--- config.mk ---
export PLATFORM = sky130hd
export DESIGN_NAME = hpm_window_ctrl
export DESIGN_NICKNAME = d
export VERILOG_FILES = /design/src/rtl/hpm_trace_pkg.sv /design/src/rtl/hpm_interval_timer.sv /design/src/rtl/hpm_window_ctrl.sv
export SDC_FILE = /design/constraint.sdc
export NUM_CORES = 1
export LEC_CHECK = 0
export ABC_CLOCK_PERIOD_IN_PS = 4300
export CORE_ASPECT_RATIO = 0.7
export CORE_UTILIZATION = 50
export DETAILED_ROUTE_END_ITERATION = 7
export PLACE_DENSITY = 0.88
export SYNTH_ARGS = -nofsm -noshare
export SYNTH_HDL_FRONTEND = slang
export SYNTH_HIERARCHICAL = 1
export SYNTH_SLANG_ARGS = --single-unit
--- constraint.sdc ---
create_clock -name clk_h -period 4.3 [get_ports clk_h]
set_input_delay 0.43 -clock clk_h [delete_from_list [all_inputs] [get_ports clk_h]]
set_output_delay 0.43 -clock clk_h [all_outputs]
set_load 0.02 [all_outputs]
--- src/rtl/hpm_trace_pkg.sv ---
// Shared definitions for the HPM trace window controller.
//   CSR_MCOUNTINHIBIT : CSR address written to gate the hardware performance counters.
//   INHIBIT_NONE      : write data that enables all counters (opens a window).
//   INHIBIT_ALL       : write data that inhibits all counters (closes a window).
//   hpm_state_e       : sequencer states of hpm_window_ctrl.
package hpm_trace_pkg;

    localparam logic [11:0] CSR_MCOUNTINHIBIT = 12'h320;
    localparam logic [31:0] INHIBIT_NONE      = 32'h0000_0000;
    localparam logic [31:0] INHIBIT_ALL       = 32'hFFFF_FFFF;

    typedef enum logic [2:0] {
        IDLE,
        EN_REQ,
        WINDOW,
        DIS_REQ,
        GAP
    } hpm_state_e;

endpackage

--- src/rtl/hpm_interval_timer.sv ---
// Loadable down-counter shared by the window and gap phases.
// Ports:
//   clk_h    : clock
//   rst_h    : synchronous active-high reset
//   load_i   : load value_i this cycle (takes priority over counting)
//   value_i  : count to load
//   expire_o : high while the count is 1, i.e. the last cycle of the interval
module hpm_interval_timer #(
    parameter int unsigned CNT_W = 32
) (
    input  logic             clk_h,
    input  logic             rst_h,
    input  logic             load_i,
    input  logic [CNT_W-1:0] value_i,
    output logic             expire_o
);

    logic [CNT_W-1:0] cnt_q, cnt_d;

    always_comb begin
        cnt_d = cnt_q;
        if (load_i) begin
            cnt_d = value_i;
        end else if (cnt_q != '0) begin
            cnt_d = cnt_q - CNT_W'(1);
        end
    end

    always_ff @(posedge clk_h) begin
        if (rst_h) begin
            cnt_q <= '0;
        end else begin
            cnt_q <= cnt_d;
        end
    end

    assign expire_o = (cnt_q == CNT_W'(1));

endmodule

--- src/rtl/hpm_window_ctrl.sv ---
// Drives mcountinhibit through a req/gnt CSR write port to open and close
// counter sampling windows, repeating for a programmed number of packets.
// Ports:
//   clk_h, rst_h       : clock, synchronous active-high reset
//   start_i            : start pulse (ignored while busy)
//   abort_i            : early termination request (ignored while idle)
//   window_len_i       : cycles per window (0 acts as 1), latched at start
//   gap_len_i          : idle cycles between windows (0 = none), latched at start
//   num_pkts_i         : packets to run (0 = until abort), latched at start
//   csr_req_o/gnt_i    : CSR write handshake
//   csr_add_o/data_o   : CSR address/data, zero when no request
//   pkt_num_o          : completed-packet count
//   tracing_o, busy_o  : window active, sequence in progress
//   done_o             : one-cycle pulse on the edge the sequence ends
module hpm_window_ctrl
    import hpm_trace_pkg::*;
#(
    parameter int unsigned CNT_W = 32,
    parameter int unsigned PKT_W = 32
) (
    input  logic             clk_h,
    input  logic             rst_h,
    input  logic             start_i,
    input  logic             abort_i,
    input  logic [CNT_W-1:0] window_len_i,
    input  logic [CNT_W-1:0] gap_len_i,
    input  logic [CNT_W-1:0] num_pkts_i,
    output logic             csr_req_o,
    input  logic             csr_gnt_i,
    output logic [11:0]      csr_add_o,
    output logic [31:0]      csr_data_o,
    output logic [PKT_W-1:0] pkt_num_o,
    output logic             tracing_o,
    output logic             busy_o,
    output logic             done_o
);

    localparam int unsigned CMP_W = (PKT_W > CNT_W) ? PKT_W : CNT_W;

    hpm_state_e       state_q, state_d;
    logic [CNT_W-1:0] win_q, win_d, gap_q, gap_d, num_q, num_d;
    logic [PKT_W-1:0] pkt_q, pkt_d, pkt_inc;
    logic             abort_q, abort_d;
    logic             abort_any, last_pkt;
    logic             tmr_load, tmr_expire;
    logic [CNT_W-1:0] tmr_val, win_eff;

    // An abort raised in the same cycle as a decision counts immediately.
    assign abort_any = abort_q | abort_i;
    assign win_eff   = (win_q == '0) ? CNT_W'(1) : win_q;
    assign pkt_inc   = pkt_q + PKT_W'(1);
    assign last_pkt  = (num_q != '0) && (CMP_W'(pkt_inc) == CMP_W'(num_q));

    hpm_interval_timer #(
        .CNT_W (CNT_W)
    ) u_timer (
        .clk_h    (clk_h),
        .rst_h    (rst_h),
        .load_i   (tmr_load),
        .value_i  (tmr_val),
        .expire_o (tmr_expire)
    );

    always_comb begin
        state_d    = state_q;
        win_d      = win_q;
        gap_d      = gap_q;
        num_d      = num_q;
        pkt_d      = pkt_q;
        abort_d    = abort_any;
        tmr_load   = 1'b0;
        tmr_val    = '0;
        csr_req_o  = 1'b0;
        csr_add_o  = '0;
        csr_data_o = '0;
        tracing_o  = 1'b0;
        busy_o     = 1'b1;
        done_o     = 1'b0;

        unique case (state_q)
            IDLE: begin
                busy_o  = 1'b0;
                abort_d = 1'b0;
                if (start_i) begin
                    win_d   = window_len_i;
                    gap_d   = gap_len_i;
                    num_d   = num_pkts_i;
                    pkt_d   = '0;
                    state_d = EN_REQ;
                end
            end
            EN_REQ: begin
                csr_req_o  = 1'b1;
                csr_add_o  = CSR_MCOUNTINHIBIT;
                csr_data_o = INHIBIT_NONE;
                if (csr_gnt_i) begin
                    if (abort_any) begin
                        state_d = DIS_REQ;
                    end else begin
                        tmr_load = 1'b1;
                        tmr_val  = win_eff;
                        state_d  = WINDOW;
                    end
                end
            end
            WINDOW: begin
                tracing_o = 1'b1;
                if (tmr_expire || abort_any) begin
                    state_d = DIS_REQ;
                end
            end
            DIS_REQ: begin
                csr_req_o  = 1'b1;
                csr_add_o  = CSR_MCOUNTINHIBIT;
                csr_data_o = INHIBIT_ALL;
                tracing_o  = 1'b1;
                if (csr_gnt_i) begin
                    pkt_d = pkt_inc;
                    if (abort_any || last_pkt) begin
                        done_o  = 1'b1;
                        state_d = IDLE;
                    end else if (gap_q == '0) begin
                        state_d = EN_REQ;
                    end else begin
                        tmr_load = 1'b1;
                        tmr_val  = gap_q;
                        state_d  = GAP;
                    end
                end
            end
            GAP: begin
                // Counters are already inhibited here, so abort needs no CSR write.
                if (abort_i) begin
                    done_o  = 1'b1;
                    state_d = IDLE;
                end else if (tmr_expire) begin
                    state_d = EN_REQ;
                end
            end
            default: begin
                state_d = IDLE;
            end
        endcase

        // A reset-forced return to IDLE is not a sequence completion.
        if (rst_h) begin
            done_o = 1'b0;
        end
    end

    always_ff @(posedge clk_h) begin
        if (rst_h) begin
            state_q <= IDLE;
            win_q   <= '0;
            gap_q   <= '0;
            num_q   <= '0;
            pkt_q   <= '0;
            abort_q <= 1'b0;
        end else begin
            state_q <= state_d;
            win_q   <= win_d;
            gap_q   <= gap_d;
            num_q   <= num_d;
            pkt_q   <= pkt_d;
            abort_q <= abort_d;
        end
    end

    assign pkt_num_o = pkt_q;

endmodule

Yosys cells after proc, flatten, opt, wreduce, memory -nomap -nowiden
Index checks and enable logic that the tools add are counted.
{ "classes": {"n_addsub": 2, "eq_ne": 11, "n_mux": 38, "n_bitwise": 1, "n_reduce_logical": 16} }
{ "op_table": {"columns": ["op", "count"], "rows": [
  ["32-bit two-way mux", 11],
  ["32-bit one-hot mux with 2 select lines", 2],
  ["32-bit logical NOT", 2],
  ["32-bit nonzero test", 2],
  ["32-bit by 1-bit adder with 32-bit output (second input constant)", 1],
  ["32-bit by 1-bit == test with 1-bit output (second input constant)", 1],
  ["32-bit == test", 1],
  ["32-bit by 1-bit subtractor with 32-bit output (second input constant)", 1],
  ["3-bit two-way mux", 8],
  ["3-bit one-hot mux with 5 select lines", 1],
  ["1-bit two-way mux", 13],
  ["10-bit two-way mux", 1],
  ["2-bit inequality test (second input constant)", 4],
  ["3-bit by 2-bit == test with 1-bit output (second input constant)", 2],
  ["2-bit OR reduction", 3],
  ["5-bit AND reduction", 1],
  ["1-bit one-hot mux with 2 select lines", 2],
  ["2-bit nonzero test", 2],
  ["3-bit by 1-bit == test with 1-bit output (second input constant)", 1],
  ["3-bit == test (second input constant)", 1],
  ["3-bit logical NOT", 1],
  ["3-bit inequality test (second input constant)", 1],
  ["3-bit AND reduction", 1],
  ["1-bit logical OR", 2],
  ["3 further kinds", 3]
]} }
{ "word_totals": {"register_bits": 164, "output_inout_bits": 80, "wordCells": 75} }

Logic depth before layout (Yosys ltp)
{ "logic_depth": {"ltp_word": 8, "depth_mapped": 14} }

Hierarchy
The synthesis kept the hierarchy.
{ "by_module_without_submodules": {"columns": ["module", "n_inst", "cells_per_inst", "area_per_inst_um2", "seq_area_each_um2"], "rows": [
  ["hpm_window_ctrl", 1, 964, 7203.2, 2642.5],
  ["hpm_interval_timer", 1, 216, 1884.3, 640.6]
]} }

Least setup slack after synthesis
No wires, ideal clock.
{ "synth_timing": {"path_kind": "reg-to-output", "start": "reg state_q[0]", "end": "out done_o", "t_arrival_ns": 3.171, "required_time_ns": 3.870, "slack_ns": 0.699, "stages_incl_launch_ff": 7, "path_cell_list": "dfxtp_1 > clkbuf_1 > nor2b_1 > and2_1 > nand2_1 > clkbuf_1 > a221oi_1"} }
{ "synth_via": {"elab_chain_len": 3} }
{ "synth_lines": {"columns": ["element", "line", "rtl"], "rows": [
  ["start: declaration", "hpm_window_ctrl.sv:40", "hpm_state_e state_q, state_d;"],
  ["start signal: assignment", "hpm_window_ctrl.sv:160", "state_q <= state_d;"],
  ["3-bit == test / 3-bit by 2-bit == test with 1-bit output (equally long branches)", "hpm_window_ctrl.sv:80", "unique case (state_q)"],
  ["1-bit one-hot mux with 2 select lines (*)", "hpm_window_ctrl.sv:80", null],
  ["1-bit two-way mux (*)", "hpm_window_ctrl.sv:146", "if (rst_h) begin"],
  ["end: declaration", "hpm_window_ctrl.sv:35", "output logic done_o"]
]} }
Mark *: on every way between the ends. The rest lies on a longest branch, timed or not.

Worst setup path after layout
{ "layout_timing": {"start": "reg pkt_q[1], in the netlist pkt_num_o[1]", "end": "out done_o"} }
{ "layout_via": {"elab_chain_len": 8} }
{ "layout_lines": {"columns": ["element", "line", "rtl"], "rows": [
  ["start: declaration", "hpm_window_ctrl.sv:42", "logic [PKT_W-1:0] pkt_q, pkt_d, pkt_inc;"],
  ["start signal: assignment", "hpm_window_ctrl.sv:164", "pkt_q <= pkt_d;"],
  ["32-bit by 1-bit adder with 32-bit output", "hpm_window_ctrl.sv:51", "assign pkt_inc = pkt_q + PKT_W'(1);"],
  ["32-bit == test", "hpm_window_ctrl.sv:52", "assign last_pkt = (num_q != '0) && (CMP_W'(pkt_inc) == CMP_W'(num_q));"],
  ["1-bit logical AND", "hpm_window_ctrl.sv:52", null],
  ["1-bit logical OR", "hpm_window_ctrl.sv:119", "if (abort_any || last_pkt) begin"],
  ["1-bit two-way mux", "hpm_window_ctrl.sv:119", null],
  ["1-bit two-way mux", "hpm_window_ctrl.sv:117", "if (csr_gnt_i) begin"],
  ["1-bit one-hot mux with 2 select lines", "hpm_window_ctrl.sv:80", null],
  ["1-bit two-way mux", "hpm_window_ctrl.sv:146", null]
]} }
No other way between the ends.

==> run summary <==
========================================================================================
Leakage component of the power                                                   4.12 nW
FMAX                                                                           0.245 GHz
Filler cell count in the final layout                                               1427
Overall fraction of global-route tracks in use                                     0.312
Setup Skew                                                                     0.0146 ns
Share of flip-flops with an asynchronous set or reset                                  0
Final HPWL DP                                                                   20700 um
Hold worst-path end                                                            gap_q[22]
Routed via count                                                                    9358
RR Startpoint                                                               pkt_num_o[12]
Layout net count                                                                    1386
Routability Congestion                                                             0.967
Initial detailed-routing violation count                                            1024
Register-to-Register Path Depth                                                       13
Number of distinct standard cells referenced by the synthesized netlist               74
Average wire per cell in the routed design                                       18.9 um
Min-Delay Path Class                                                          reg -> reg
Share of final-layout standard cells stronger than drive strength 1               0.0703
Cell area after synthesis                                                      9090 um^2
Source-to-sink clock delay at the later pin of the worst-skew pair               0.44 ns
Type of element capturing the critical path                                  output port
Worst supply voltage drop on vdd                                                  277 uV
CP Launch Type                                                                  register
CTS tree                                                                           built
Slew at the pin with the worst max-slew slack                                    1.09 ns
Most common library cell in the layout ignoring fill and taps                    nand2_1
Worst reg-to-reg setup slack                                                     0.49 ns
Post-synthesis to final-layout area growth                                         23.8%
Flop and latch count out of synthesis                                                164
Total Negative Setup Slacks                                                         0 ns
EDFF count, synth                                                                      0
Clock-pin slew on the worst setup and hold paths                                 0.08 ns
Remaining DRCs                                                                         0
Setup-failing EPs final                                                                0
Data required time of the critical path                                          3.87 ns
Count of endpoints failing hold in the final timing report                             0
Top FF cell, synth                                                               dfxtp_1
Classification of the worst setup path                                        reg -> out
Met3 global-route usage                                                           0.0992
End-of-flow core utilization                                                       0.644
Data arrival, critical path                                                      3.65 ns
Routing usage on met1                                                              0.465
Max capacitance violation total                                                        0
Average vias per placed instance                                                    6.13
Maximum number of buffers from clock root to sink                                      2
Vias in the first global route                                                      8367
Die X-Extent                                                                      163 um
Die footprint                                                                 18700 um^2
Non-Filler Instances                                                                1526
Clock root buffer master                                                       clkbuf_16
End of the worst register-to-register path                                  u_timer/cnt_q[26]
Final critical path time including I/O delays and setup                          4.08 ns
Most used routing layer in global routing                                           met1
Power density normalized to cell area                                        444 nW/um^2
Top Ports                                                                            181
Largest net degree at the start of global routing                                     98
Post-synthesis average cell area                                               7.70 um^2
Fraction of the cycle the final worst path needs                                   0.948
Total Power                                                                    0.00500 W
Floorplan row count                                                                   40
Sequential-to-total area share from yosys stat                                     0.361
Deepest level of the CTS H-tree                                                        4
Initial antenna violation count                                                        1
Inserted Clock Buffers                                                                17
Number of warnings printed during yosys synthesis                                      6
Tightest slew margin relative to the limit                                         0.272
Global-route wire length before repair                                          45100 um
Met2 demand-to-capacity share in global routing                                    0.421
Commonest cells after routing, fill and taps aside                          244 x nand2_1, 169 x clkdlybuf4s50_1, 164 x dfxtp_1
Maximum fanout along the worst path                                                    7
Number of cells after detailed placement                                            1494
Worst hold stages                                                                      2
Sink count of the clock tree                                                         164
Number of search-and-repair iterations in the first detailed-routing pass              6
Final Routed Wirelength                                                         28800 um
Count of antenna diodes in the layout                                                  0
Die height                                                                        115 um
Gr ovfl total                                                                          0
Initial core utilization                                                           0.520
Result of the run                                                           finished clean
Pins Over Slew Limit                                                                   0
Hold wc startpoint                                                             gap_q[22]
IO Port Bufs                                                                         171
Post-Synthesis Cells                                                                1180
Post-detailed-route count of antenna-violating nets                                    0
Core Box Area                                                                 17500 um^2
========================================================================================
power breakdown:
| group | switching [W] | internal (W) | leakage [nW] |
|---|---|---|---|
| Combinational | 0.000886 | 0.000654 | 2.49 |
| Clock | 0.000738 | 0.000777 | 0.289 |
| Sequential | 0.000235 | 0.00171 | 1.34 |
| Total | 0.00186 | 0.00314 | 4.12 |
worst max path at each step:
stage | startpoint | endpoint | slack [ns] | depth (start not counted)
floorplan | state_q[0] | done_o | 0.70 | 6
global placement | pkt_num_o[1] | done_o | 0.23 | 10
detailed placement | pkt_num_o[1] | done_o | 0.18 | 10
CTS | pkt_num_o[1] | done_o | 0.01 | 10
global route | pkt_num_o[1] | done_o | -0.02 | 10
finish | pkt_num_o[1] | done_o | 0.22 | 10
synthesized netlist by cell type (9+ instances only):
library cell  number  area share
nand3_1           21       0.012
nor2_1            66       0.027
buf_2             10      0.0055
nor4_1            45       0.031
buf_4             45       0.037
nand2b_1          15       0.010
xor2_1            24       0.023
o21ai_0           29       0.016
xnor2_1           41       0.040
a21oi_1          140       0.077
nor3_1            34       0.019
nand2_1          245        0.10
a211oi_1          11      0.0091
inv_1             10      0.0041
o211a_1           14       0.015
nand4_1           23       0.016
dfxtp_1          164        0.36
or4_1              9      0.0074
a22o_1            32       0.031
or3_1             11      0.0076
clkbuf_1          60       0.025
registers in the layout, summed over array words and instances, names as in the netlist:
name	cells
u_timer/cnt_q	32
gap_q	32
pkt_num_o	32
state_q	3
win_q	32
num_q	32
abort_q	1
critical path, cell delays in order (launching register included):
cell	delay [ns]
dfxtp_1	0.42
ha_2	0.26
or3b_2	0.44
a211oi_1	0.24
nor3_1	0.10
or2_2	0.31
a221o_1	0.28
nor4_2	0.33
nand4_1	0.23
a221oi_2	0.37
clkbuf_2	0.23
repair_timing:
action / 4_1_cts / 5_1_grt
gates cloned: 0 / 0
gates resized for setup: 1 / 5
setup buffers: 0 / 0
pin swaps: 0 / 1
hold buffers: 0 / 0
endpoints found under the setup margin: 1 / 1
layout make-up:
class	count	area, um^2	share of cell area
multi-input cells	893	5160	0.459
well taps	231	289	0.0257
clock inverters	15	165	0.0147
repair buffers	196	1890	0.168
clock buffers	17	425	0.0378
flip-flops and latches	164	3280	0.292
inverters	10	37.5	0.00334
metrics by stage:
| stage | cell area (um^2) | hold slack [ns] | setup slack [ns] |
|---|---|---|---|
| final | 11300 | 0.483 | 0.223 |
| after global routing | 11300 | 0.503 | -0.0180 |
| after CTS | 11200 | 0.481 | 0.0135 |
| after detailed placement | 10700 | 0.463 | 0.181 |
| after global placement | 10700 | 0.459 | 0.230 |
| after floorplan | 9120 | 0.446 | 0.699 |
routing by layer:
layer,up-vias,routed length [um]
li1,4370,-
met1,4393,13000
met2,550,11700
met3,45,3610
met4,0,482
met5,-,0
logic make-up (layout without fill, tap and decap cells):
logic type | Yosys count | in the layout | share of synthesized area
xor+xnor | 65 | 65 | 0.0626
fa+ha+maj | 3 | 3 | 0.00413
buf+inv | 131 | 238 | 0.0774
compound gates | 287 | 287 | 0.204
flops | 164 | 164 | 0.361
other cells | 1 | 9 | 0.000413
simple gates | 527 | 527 | 0.288
mux | 2 | 2 | 0.00234
Power figures use the tool's default switching activity.
